==> src/rtl/memctrl_if.sv <==
`default_nettype none
// ============================================================================
// Module   : memctrl_if
// Purpose  : Groups the request/response and RAM bus signals of the memory
//            controller. The "slave" modport is the controller's view and
//            "master" is the environment's view (LSB, fetch unit, RAM).
// Signals  :
//   rdy              global pause (1 = run)
//   rollback         misprediction flush
//   load_store_sgn   LSB request strobe
//   load_or_store    1 = load, 0 = store
//   load_store_op    5-bit op code
//   load_store_addr  byte address of the LSB request
//   load_store_data  store data (low bytes used)
//   mem_valid        one-cycle LSB completion pulse
//   mem_res          extended load result
//   if_req           fetch request strobe
//   if_addr          fetch address
//   if_valid         one-cycle fetch completion pulse
//   if_inst          fetched instruction word
//   mem_din          RAM read byte
//   mem_dout         RAM write byte
//   mem_a            RAM byte address
//   mem_wr           RAM write enable for this cycle
//   io_buffer_full   IO write buffer full
// Revision : 1.0  initial release
// ============================================================================
interface memctrl_if;
  logic        rdy;
  logic        rollback;
  logic        load_store_sgn;
  logic        load_or_store;
  logic [4:0]  load_store_op;
  logic [31:0] load_store_addr;
  logic [31:0] load_store_data;
  logic        mem_valid;
  logic [31:0] mem_res;
  logic        if_req;
  logic [31:0] if_addr;
  logic        if_valid;
  logic [31:0] if_inst;
  logic [7:0]  mem_din;
  logic [7:0]  mem_dout;
  logic [31:0] mem_a;
  logic        mem_wr;
  logic        io_buffer_full;

  modport slave (
    input  rdy, rollback, load_store_sgn, load_or_store, load_store_op,
           load_store_addr, load_store_data, if_req, if_addr, mem_din,
           io_buffer_full,
    output mem_valid, mem_res, if_valid, if_inst, mem_dout, mem_a, mem_wr
  );

  modport master (
    output rdy, rollback, load_store_sgn, load_or_store, load_store_op,
           load_store_addr, load_store_data, if_req, if_addr, mem_din,
           io_buffer_full,
    input  mem_valid, mem_res, if_valid, if_inst, mem_dout, mem_a, mem_wr
  );
endinterface
`default_nettype wire

==> src/rtl/memctrl.sv <==
`default_nettype none
// ============================================================================
// Module   : memctrl
// Purpose  : Serialises LSB load/store requests and instruction fetches into
//            single-byte transactions on a byte-wide synchronous RAM,
//            reassembles/extends read data and returns it with a one-cycle
//            valid pulse. Sole driver of the RAM bus.
// Ports    :
//   clk      clock
//   rst_n    asynchronous active-low reset
//   bus      memctrl_if.slave (requests, responses, RAM bus, rdy/rollback)
// Params   :
//   IO_BASE  base of the IO window; addr[17:16] matching IO_BASE[17:16] is IO
// Config   :
//   MEMCTRL_IO_STALL_EN  when defined, a write to an IO address is held
//                        (mem_wr=0) while io_buffer_full is high. When not
//                        defined io_buffer_full is ignored.
// Revision : 1.0  initial release
// ============================================================================
module memctrl #(
  parameter logic [31:0] IO_BASE = 32'h0003_0000
) (
  input wire        clk,
  input wire        rst_n,
  memctrl_if.slave  bus
);

  localparam logic [4:0] OP_LB  = 5'd0;
  localparam logic [4:0] OP_LH  = 5'd1;
  localparam logic [4:0] OP_LW  = 5'd2;
  localparam logic [4:0] OP_LBU = 5'd3;
  localparam logic [4:0] OP_LHU = 5'd4;
  localparam logic [4:0] OP_SB  = 5'd5;
  localparam logic [4:0] OP_SH  = 5'd6;
  localparam logic [4:0] OP_SW  = 5'd7;

  typedef enum logic [1:0] {
    S_IDLE  = 2'd0,
    S_READ  = 2'd1,
    S_WRITE = 2'd2
  } state_t;

  function automatic logic [2:0] f_len(input logic [4:0] op);
    case (op)
      OP_LB, OP_LBU, OP_SB: f_len = 3'd1;
      OP_LH, OP_LHU, OP_SH: f_len = 3'd2;
      default:              f_len = 3'd4;
    endcase
  endfunction

  state_t      r_state;
  // pending request slots
  logic        r_ls_vld, r_ls_load;
  logic [4:0]  r_ls_op;
  logic [31:0] r_ls_addr, r_ls_data;
  logic        r_if_vld;
  logic [31:0] r_if_addr;
  // active transaction
  logic        r_cur_if;
  logic [4:0]  r_cur_op;
  logic [31:0] r_base, r_data, r_buf;
  logic [2:0]  r_len;
  logic [2:0]  r_rd_idx;   // byte index whose address is on mem_a
  logic [2:0]  r_smp_idx;  // byte index expected on mem_din this cycle
  logic        r_smp_vld;
  logic        r_stale;    // a pause hit a read; mem_din no longer lines up
  // registered outputs
  logic [31:0] r_mem_a;
  logic [7:0]  r_dout;
  logic        r_wr;
  logic        r_mem_valid, r_if_valid;
  logic [31:0] r_mem_res, r_if_inst;

  // A strobe in the current cycle is visible to IDLE directly, so a request
  // from idle puts its first address on the bus in the very next cycle.
  logic        w_ls_take, w_if_take, w_ls_req, w_if_req;
  logic        w_ls_load;
  logic [4:0]  w_ls_op;
  logic [31:0] w_ls_addr, w_ls_data, w_fe_addr;
  logic        w_st_go, w_st_if, w_st_load;
  logic [31:0] w_st_addr;
  logic [2:0]  w_st_len;

  assign w_ls_take = bus.load_store_sgn & bus.rdy;
  assign w_if_take = bus.if_req & bus.rdy;
  assign w_ls_req  = r_ls_vld | w_ls_take;
  assign w_if_req  = r_if_vld | w_if_take;
  assign w_ls_load = w_ls_take ? bus.load_or_store   : r_ls_load;
  assign w_ls_op   = w_ls_take ? bus.load_store_op   : r_ls_op;
  assign w_ls_addr = w_ls_take ? bus.load_store_addr : r_ls_addr;
  assign w_ls_data = w_ls_take ? bus.load_store_data : r_ls_data;
  assign w_fe_addr = w_if_take ? bus.if_addr         : r_if_addr;
  assign w_st_go   = w_ls_req | w_if_req;
  assign w_st_if   = ~w_ls_req;
  assign w_st_load = w_st_if | w_ls_load;
  assign w_st_addr = w_st_if ? w_fe_addr : w_ls_addr;
  assign w_st_len  = w_st_if ? 3'd4 : f_len(w_ls_op);

  logic [2:0]  w_nxt_idx, w_re_idx;
  logic [31:0] w_asm, w_ext;
  logic        w_stall, w_wr_ok;

  assign w_nxt_idx = r_rd_idx + 3'd1;
  assign w_re_idx  = r_smp_vld ? r_smp_idx : r_rd_idx;

`ifdef MEMCTRL_IO_STALL_EN
  logic w_io_addr;
  assign w_io_addr = (r_mem_a[17:16] == IO_BASE[17:16]);
  assign w_stall   = bus.io_buffer_full & w_io_addr;
`else
  logic w_unused_io;
  assign w_unused_io = bus.io_buffer_full;
  assign w_stall     = 1'b0;
`endif

  // The RAM only sees a write in a cycle where the controller is running and
  // the target can accept it; a held write byte retries in the next cycle.
  assign w_wr_ok = r_wr & bus.rdy & ~w_stall;

  // Buffered bytes with the incoming byte merged at its lane.
  always_comb begin
    w_asm = r_buf;
    for (int i = 0; i < 4; i++) begin
      if (r_smp_idx == 3'(i)) w_asm[8*i +: 8] = bus.mem_din;
    end
  end

  always_comb begin
    w_ext = w_asm;
    case (r_cur_op)
      OP_LB:   w_ext = {{24{w_asm[7]}}, w_asm[7:0]};
      OP_LH:   w_ext = {{16{w_asm[15]}}, w_asm[15:0]};
      OP_LBU:  w_ext = {24'd0, w_asm[7:0]};
      OP_LHU:  w_ext = {16'd0, w_asm[15:0]};
      default: w_ext = w_asm;
    endcase
  end

  always_ff @(posedge clk or negedge rst_n) begin
    if (!rst_n) begin
      r_state     <= S_IDLE;
      r_ls_vld    <= 1'b0;
      r_ls_load   <= 1'b0;
      r_ls_op     <= 5'd0;
      r_ls_addr   <= 32'd0;
      r_ls_data   <= 32'd0;
      r_if_vld    <= 1'b0;
      r_if_addr   <= 32'd0;
      r_cur_if    <= 1'b0;
      r_cur_op    <= 5'd0;
      r_base      <= 32'd0;
      r_data      <= 32'd0;
      r_buf       <= 32'd0;
      r_len       <= 3'd0;
      r_rd_idx    <= 3'd0;
      r_smp_idx   <= 3'd0;
      r_smp_vld   <= 1'b0;
      r_stale     <= 1'b0;
      r_mem_a     <= 32'd0;
      r_dout      <= 8'd0;
      r_wr        <= 1'b0;
      r_mem_valid <= 1'b0;
      r_if_valid  <= 1'b0;
      r_mem_res   <= 32'd0;
      r_if_inst   <= 32'd0;
    end else if (!bus.rdy) begin
      // Everything holds; remember that an in-flight read lost its alignment
      // with the RAM's registered output.
      if (r_state == S_READ) r_stale <= 1'b1;
    end else begin
      r_mem_valid <= 1'b0;
      r_if_valid  <= 1'b0;

      if (w_ls_take) begin
        r_ls_vld  <= 1'b1;
        r_ls_load <= bus.load_or_store;
        r_ls_op   <= bus.load_store_op;
        r_ls_addr <= bus.load_store_addr;
        r_ls_data <= bus.load_store_data;
      end
      if (w_if_take) begin
        r_if_vld  <= 1'b1;
        r_if_addr <= bus.if_addr;
      end
      if (bus.rollback) begin
        r_ls_vld <= 1'b0;
        r_if_vld <= 1'b0;
      end

      case (r_state)
        S_IDLE: begin
          if (w_st_go && !bus.rollback) begin
            if (w_st_if) r_if_vld <= 1'b0;
            else         r_ls_vld <= 1'b0;
            r_cur_if  <= w_st_if;
            r_cur_op  <= w_ls_op;
            r_base    <= w_st_addr;
            r_data    <= w_ls_data;
            r_len     <= w_st_len;
            r_mem_a   <= w_st_addr;
            r_buf     <= 32'd0;
            r_rd_idx  <= 3'd0;
            r_smp_vld <= 1'b0;
            r_stale   <= 1'b0;
            if (w_st_load) begin
              r_state <= S_READ;
            end else begin
              r_state <= S_WRITE;
              r_wr    <= 1'b1;
              r_dout  <= w_ls_data[7:0];
            end
          end
        end

        S_READ: begin
          if (bus.rollback) begin
            r_state   <= S_IDLE;
            r_smp_vld <= 1'b0;
          end else if (r_stale) begin
            // Re-issue the oldest unsampled address and restart the pipe.
            r_stale   <= 1'b0;
            r_smp_vld <= 1'b0;
            r_rd_idx  <= w_re_idx;
            r_mem_a   <= r_base + {29'd0, w_re_idx};
          end else begin
            if (r_smp_vld) begin
              r_buf <= w_asm;
              if (r_smp_idx == r_len - 3'd1) begin
                r_state <= S_IDLE;
                if (r_cur_if) begin
                  r_if_inst  <= w_asm;
                  r_if_valid <= 1'b1;
                end else begin
                  r_mem_res   <= w_ext;
                  r_mem_valid <= 1'b1;
                end
              end
            end
            r_smp_idx <= r_rd_idx;
            r_smp_vld <= (r_rd_idx < r_len);
            if (r_rd_idx < r_len) begin
              r_rd_idx <= w_nxt_idx;
              // Last address stays on the bus rather than running past the end.
              if (w_nxt_idx < r_len) r_mem_a <= r_base + {29'd0, w_nxt_idx};
            end
          end
        end

        S_WRITE: begin
          // Rollback is deliberately ignored here so a store is never torn.
          if (w_wr_ok) begin
            if (r_rd_idx == r_len - 3'd1) begin
              r_wr        <= 1'b0;
              r_mem_valid <= 1'b1;
              r_state     <= S_IDLE;
            end else begin
              r_rd_idx <= w_nxt_idx;
              r_mem_a  <= r_base + {29'd0, w_nxt_idx};
              r_dout   <= r_data[{w_nxt_idx[1:0], 3'b000} +: 8];
            end
          end
        end

        default: r_state <= S_IDLE;
      endcase
    end
  end

  assign bus.mem_valid = r_mem_valid;
  assign bus.mem_res   = r_mem_res;
  assign bus.if_valid  = r_if_valid;
  assign bus.if_inst   = r_if_inst;
  assign bus.mem_a     = r_mem_a;
  assign bus.mem_dout  = r_dout;
  assign bus.mem_wr    = w_wr_ok;

endmodule
`default_nettype wire

==> src/flat_wrapper.sv <==
// flat-port wrapper written by rule: the top's interface ports become plain ports
module memctrl_flat 
#(
  parameter logic [31:0] IO_BASE = 32'h0003_0000
)
  (clk, rst_n, bus_rdy, bus_rollback, bus_load_store_sgn, bus_load_or_store, bus_load_store_op, bus_load_store_addr, bus_load_store_data, bus_if_req, bus_if_addr, bus_mem_din, bus_io_buffer_full, bus_mem_valid, bus_mem_res, bus_if_valid, bus_if_inst, bus_mem_dout, bus_mem_a, bus_mem_wr);
  memctrl_if bus_i ();
  input wire clk;
  input wire rst_n;
  input wire logic [$bits(bus_i.rdy)-1:0] bus_rdy;
  input wire logic [$bits(bus_i.rollback)-1:0] bus_rollback;
  input wire logic [$bits(bus_i.load_store_sgn)-1:0] bus_load_store_sgn;
  input wire logic [$bits(bus_i.load_or_store)-1:0] bus_load_or_store;
  input wire logic [$bits(bus_i.load_store_op)-1:0] bus_load_store_op;
  input wire logic [$bits(bus_i.load_store_addr)-1:0] bus_load_store_addr;
  input wire logic [$bits(bus_i.load_store_data)-1:0] bus_load_store_data;
  input wire logic [$bits(bus_i.if_req)-1:0] bus_if_req;
  input wire logic [$bits(bus_i.if_addr)-1:0] bus_if_addr;
  input wire logic [$bits(bus_i.mem_din)-1:0] bus_mem_din;
  input wire logic [$bits(bus_i.io_buffer_full)-1:0] bus_io_buffer_full;
  output wire logic [$bits(bus_i.mem_valid)-1:0] bus_mem_valid;
  output wire logic [$bits(bus_i.mem_res)-1:0] bus_mem_res;
  output wire logic [$bits(bus_i.if_valid)-1:0] bus_if_valid;
  output wire logic [$bits(bus_i.if_inst)-1:0] bus_if_inst;
  output wire logic [$bits(bus_i.mem_dout)-1:0] bus_mem_dout;
  output wire logic [$bits(bus_i.mem_a)-1:0] bus_mem_a;
  output wire logic [$bits(bus_i.mem_wr)-1:0] bus_mem_wr;
  assign bus_i.rdy = bus_rdy;
  assign bus_i.rollback = bus_rollback;
  assign bus_i.load_store_sgn = bus_load_store_sgn;
  assign bus_i.load_or_store = bus_load_or_store;
  assign bus_i.load_store_op = bus_load_store_op;
  assign bus_i.load_store_addr = bus_load_store_addr;
  assign bus_i.load_store_data = bus_load_store_data;
  assign bus_i.if_req = bus_if_req;
  assign bus_i.if_addr = bus_if_addr;
  assign bus_i.mem_din = bus_mem_din;
  assign bus_i.io_buffer_full = bus_io_buffer_full;
  assign bus_mem_valid = bus_i.mem_valid;
  assign bus_mem_res = bus_i.mem_res;
  assign bus_if_valid = bus_i.if_valid;
  assign bus_if_inst = bus_i.if_inst;
  assign bus_mem_dout = bus_i.mem_dout;
  assign bus_mem_a = bus_i.mem_a;
  assign bus_mem_wr = bus_i.mem_wr;
  memctrl #(.IO_BASE(IO_BASE)) u_core (.clk(clk), .rst_n(rst_n), .bus(bus_i));
endmodule
==> config.mk <==
export PLATFORM = sky130hd
export DESIGN_NAME = memctrl_flat
export DESIGN_NICKNAME = d
export VERILOG_FILES = /design/src/rtl/memctrl_if.sv /design/src/rtl/memctrl.sv /design/src/flat_wrapper.sv
export SDC_FILE = /design/constraint.sdc
export NUM_CORES = 1
export LEC_CHECK = 0
export BUFFER_PORTS_ARGS = -buffer_cell sky130_fd_sc_hd__buf_2
export CAP_MARGIN = 20
export CELL_PAD_IN_SITES_DETAIL_PLACEMENT = 0
export CELL_PAD_IN_SITES_GLOBAL_PLACEMENT = 1
export CORE_UTILIZATION = 45
export DETAILED_ROUTE_END_ITERATION = 8
export GPL_TIMING_DRIVEN = 0
export MAX_ROUTING_LAYER = met4
export PLACE_DENSITY = 0.77
export REMOVE_ABC_BUFFERS = 1
export SYNTH_ARGS = -nofsm -noshare
export SYNTH_HDL_FRONTEND = slang
export SYNTH_SLANG_ARGS = --single-unit
==> constraint.sdc <==
create_clock -name clk -period 3.5 [get_ports clk]
set_input_delay 0.175 -clock clk [delete_from_list [all_inputs] [get_ports clk]]
set_output_delay 0.175 -clock clk [all_outputs]
set_load 0.01 [all_outputs]
==> run metrics <==
register area between 8000 and 9000 µm²; row count between 60 and 70; Arr. time, crit path ~3.8 ns; Initial DRT Pass Iterations 5; Seq/Total Area, Yosys 0.514; unrepaired setup endpoints after global routing no; IO Count approximately 220; CP max FO 13; I/O Buffers 222; CTS tree yes; crit share post-route 0.962; worst vdd rail ir drop 435 µV; number of max-cap violations 0; Fin. Hold Viols 0; fin. max-slew vios 0; core area approximately 35000 µm²; Sink Count roughly 330; vias per inst ~5.4; Worst Setup End Kind register; top cell type's share of synthesized area 0.514; library cells used by synthesis 84; Final setup violation count 0; setup TNS 0 ns; CTS buffer count 38; startpoint types register; Ys Warns 0; Avg WL per Cell roughly 18 µm; Placer Congestion around 0.9; Seq pwr share 0.375; Comb power frac 0.367; critical path required time around 3.9 ns; Worst Slack Setup Final approximately 0.13 ns; Multi-input gate area 7140 µm²; Area Growth Syn to Fin 24.5%; global-route wire length before repair 68.9 mm; clock latency on the worst-skew pair about 0.53 ns; Post-Synthesis Cells roughly 1700; Lkg Pwr between 9 and 10 nW; most numerous cell in the Yosys netlist nand2_1; gr ovfl total 0; Starting Density 0.459; fillcell total 3129; Synth area leaders dfrtp_1 51%, nand2_1 9.6%, mux2_2 4.6%; Final HPWL DP about 28 mm; Post-Place Worst Slack -0.631 ns; Worst Hold Class in -> reg; CTS root buffer clkbuf_16; Design Area, Final approximately 20000 µm²; chip height roughly 190 µm; FF+latch count, synth 326; result of the run complete, no violations; # nets final 2069; post-route ant nets 0; actual slew at the worst max-slew pin approximately 0.97 ns; Int Power slightly above 0.009 W; Top FF cell, synth dfrtp_1; GRT Overall Usage 0.247; Netlist Area Pre-Place roughly 16000 µm²; DR DRC count 0; drt total wl approximately 43 mm; CTS H-tree depth 2; Bufs on Longest Clock Path 3; ys async rst share 1.00; largest area contributor in the netlist dfrtp_1; vias in the first global route 12500; clock power share 0.259; clk_skew around 0.018 ns; WS Path Type reg -> reg; Final Critical Period ~3.4 ns; initial antenna violation count 1; Clock Pin Slew Worst Setup and Hold Paths 0.06 ns; Placed Instance Area 17500 µm²; Post-synth EDFFs 0; maximum clock rate about 300 MHz; PwrDens 750 nW/µm²; Post-Route Utilization 0.571; sw power between 0.005 and 0.006 W; DRC marker count from the first detailed-route iteration roughly 810; Sw Ratio 0.380; synth cell count leaders 408 x nand2_1, 326 x dfrtp_1, 117 x o21ai_0; final hold slack 0.0327 ns; Mapped Avg Cell Area 9.60 µm²; die width 190 µm; Die ar. around 36000 µm²; largest net degree at the start of global routing 119; layout cells sized above 1 0.211; Worst slew margin 0.349; total number of vias approximately 13000
-- sequential cells by signal (all words and copies together), names as in the netlist, 5 cells and up --
register and count:
u_core.r_ls_op 5, u_core.bus.mem_res 32, u_core.r_if_addr 32, u_core.bus.mem_dout 8, u_core.r_data 32, u_core.bus.if_inst 32, u_core.bus.mem_a 32, u_core.r_base 32
u_core.r_ls_data 32, u_core.r_buf 32, u_core.r_ls_addr 32, u_core.r_cur_op 5
-- cells in the final DEF, fill, tap and decap left out, types with 65 or more instances in the layout --
master,n
mux2i_1,69
o21ai_0,116
a21oi_1,79
nor2_1,112
dfrtp_1,325
buf_2,222
nand2_1,406
mux2_2,65
dlygate4sd3_1,103
-- cell type report --
class	count	share of cell area
timing repair buffer	348	0.128
multi-input combinational	1176	0.361
tap	455	0.0288
sequential	326	0.413
antenna	1	0.000127
clock inverter	5	0.00146
inverter	42	0.00816
clock buffer	59	0.0599
-- kinds of logic (layout without fill, tap and decap cells) --
| group | after synthesis | after routing | synth area share |
|---|---|---|---|
| DFF | 326 | 326 | 0.514 |
| xor gates and xnor gates | 28 | 28 | 0.0164 |
| AOI/OAI and AO/OA | 327 | 327 | 0.130 |
| and+or+nand+nor | 659 | 659 | 0.180 |
| other | 0 | 1 | 0 |
| adders and majority gates | 20 | 20 | 0.0167 |
| buffers and inverters | 152 | 454 | 0.0428 |
| muxes | 142 | 142 | 0.101 |
-- critical path: stages, from the launching register on --
cell	delay, ns
dfrtp_4	0.59
inv_1	0.16
o21ai_1	0.24
ha_1	0.22
inv_1	0.06
fa_1	0.40
nor2b_1	0.21
o21ai_0	0.29
a22o_1	0.36
a21o_1	0.18
a211oi_1	0.39
o21ai_1	0.13
-- through the flow --
stage / total power (W) / std cells
2_1_floorplan: 0.00880 / 1544
3_3_place_gp: 0.0106 / 2221
3_5_place_dp: 0.0109 / 2239
4_1_cts: 0.0149 / 2408
5_1_grt: 0.0158 / 2412
6_report: 0.0148 / 2412
-- power groups by stage --
| stage | combinational, W | sequential (W) | clock [W] |
|---|---|---|---|
| final | 0.00544 | 0.00556 | 0.00384 |
| after global routing | 0.00599 | 0.00568 | 0.00409 |
| after CTS | 0.00543 | 0.00555 | 0.00394 |
| after detailed placement | 0.00530 | 0.00560 | 0 |
| after global placement | 0.00504 | 0.00556 | 0 |
| after floorplan | 0.00334 | 0.00546 | 0 |
-- worst paths after layout --
kind / start / end / slack, ns / depth (start not counted)
min in group asynchronous: rst_n / u_core.r_if_addr[6]$_DFFE_PN0P_ / 0.29 / 2
hold / removal: bus_load_store_op[2] / u_core.r_ls_op[2]$_DFFE_PN0P_ / 0.03 / 3
hold reg to reg: u_core.r_ls_load$_DFFE_PN0P_ / u_core.r_ls_load$_DFFE_PN0P_ / 0.47 / 2
setup reg to reg: u_core.r_rd_idx[0]$_DFFE_PN0P_ / u_core.bus.mem_a[28]$_DFFE_PN0P_ / 0.13 / 11
setup / recovery: u_core.r_rd_idx[0]$_DFFE_PN0P_ / u_core.bus.mem_a[28]$_DFFE_PN0P_ / 0.13 / 11
max in group asynchronous: rst_n / u_core.r_data[5]$_DFFE_PN0P_ / 2.09 / 3
-- metal layers --
layer,wire length (µm),GRT usage,vias to the layer above
li1,-,-,6231
met1,21100,0.357,6282
met2,18900,0.370,372
met3,2330,0.0347,49
met4,573,0.0524,0
met5,0,-,-
-- timing repair --
item | in CTS | in global routing
hold endpoints to repair | 225 | 0
endpoints found under the setup margin | 53 | 19
buffers inserted | 2 | 2
pin swaps | 0 | 1
hold buffers | 103 | 0
gates resized for setup | 4 | 3
No activity file was read; power rests on OpenSTA's default activity.
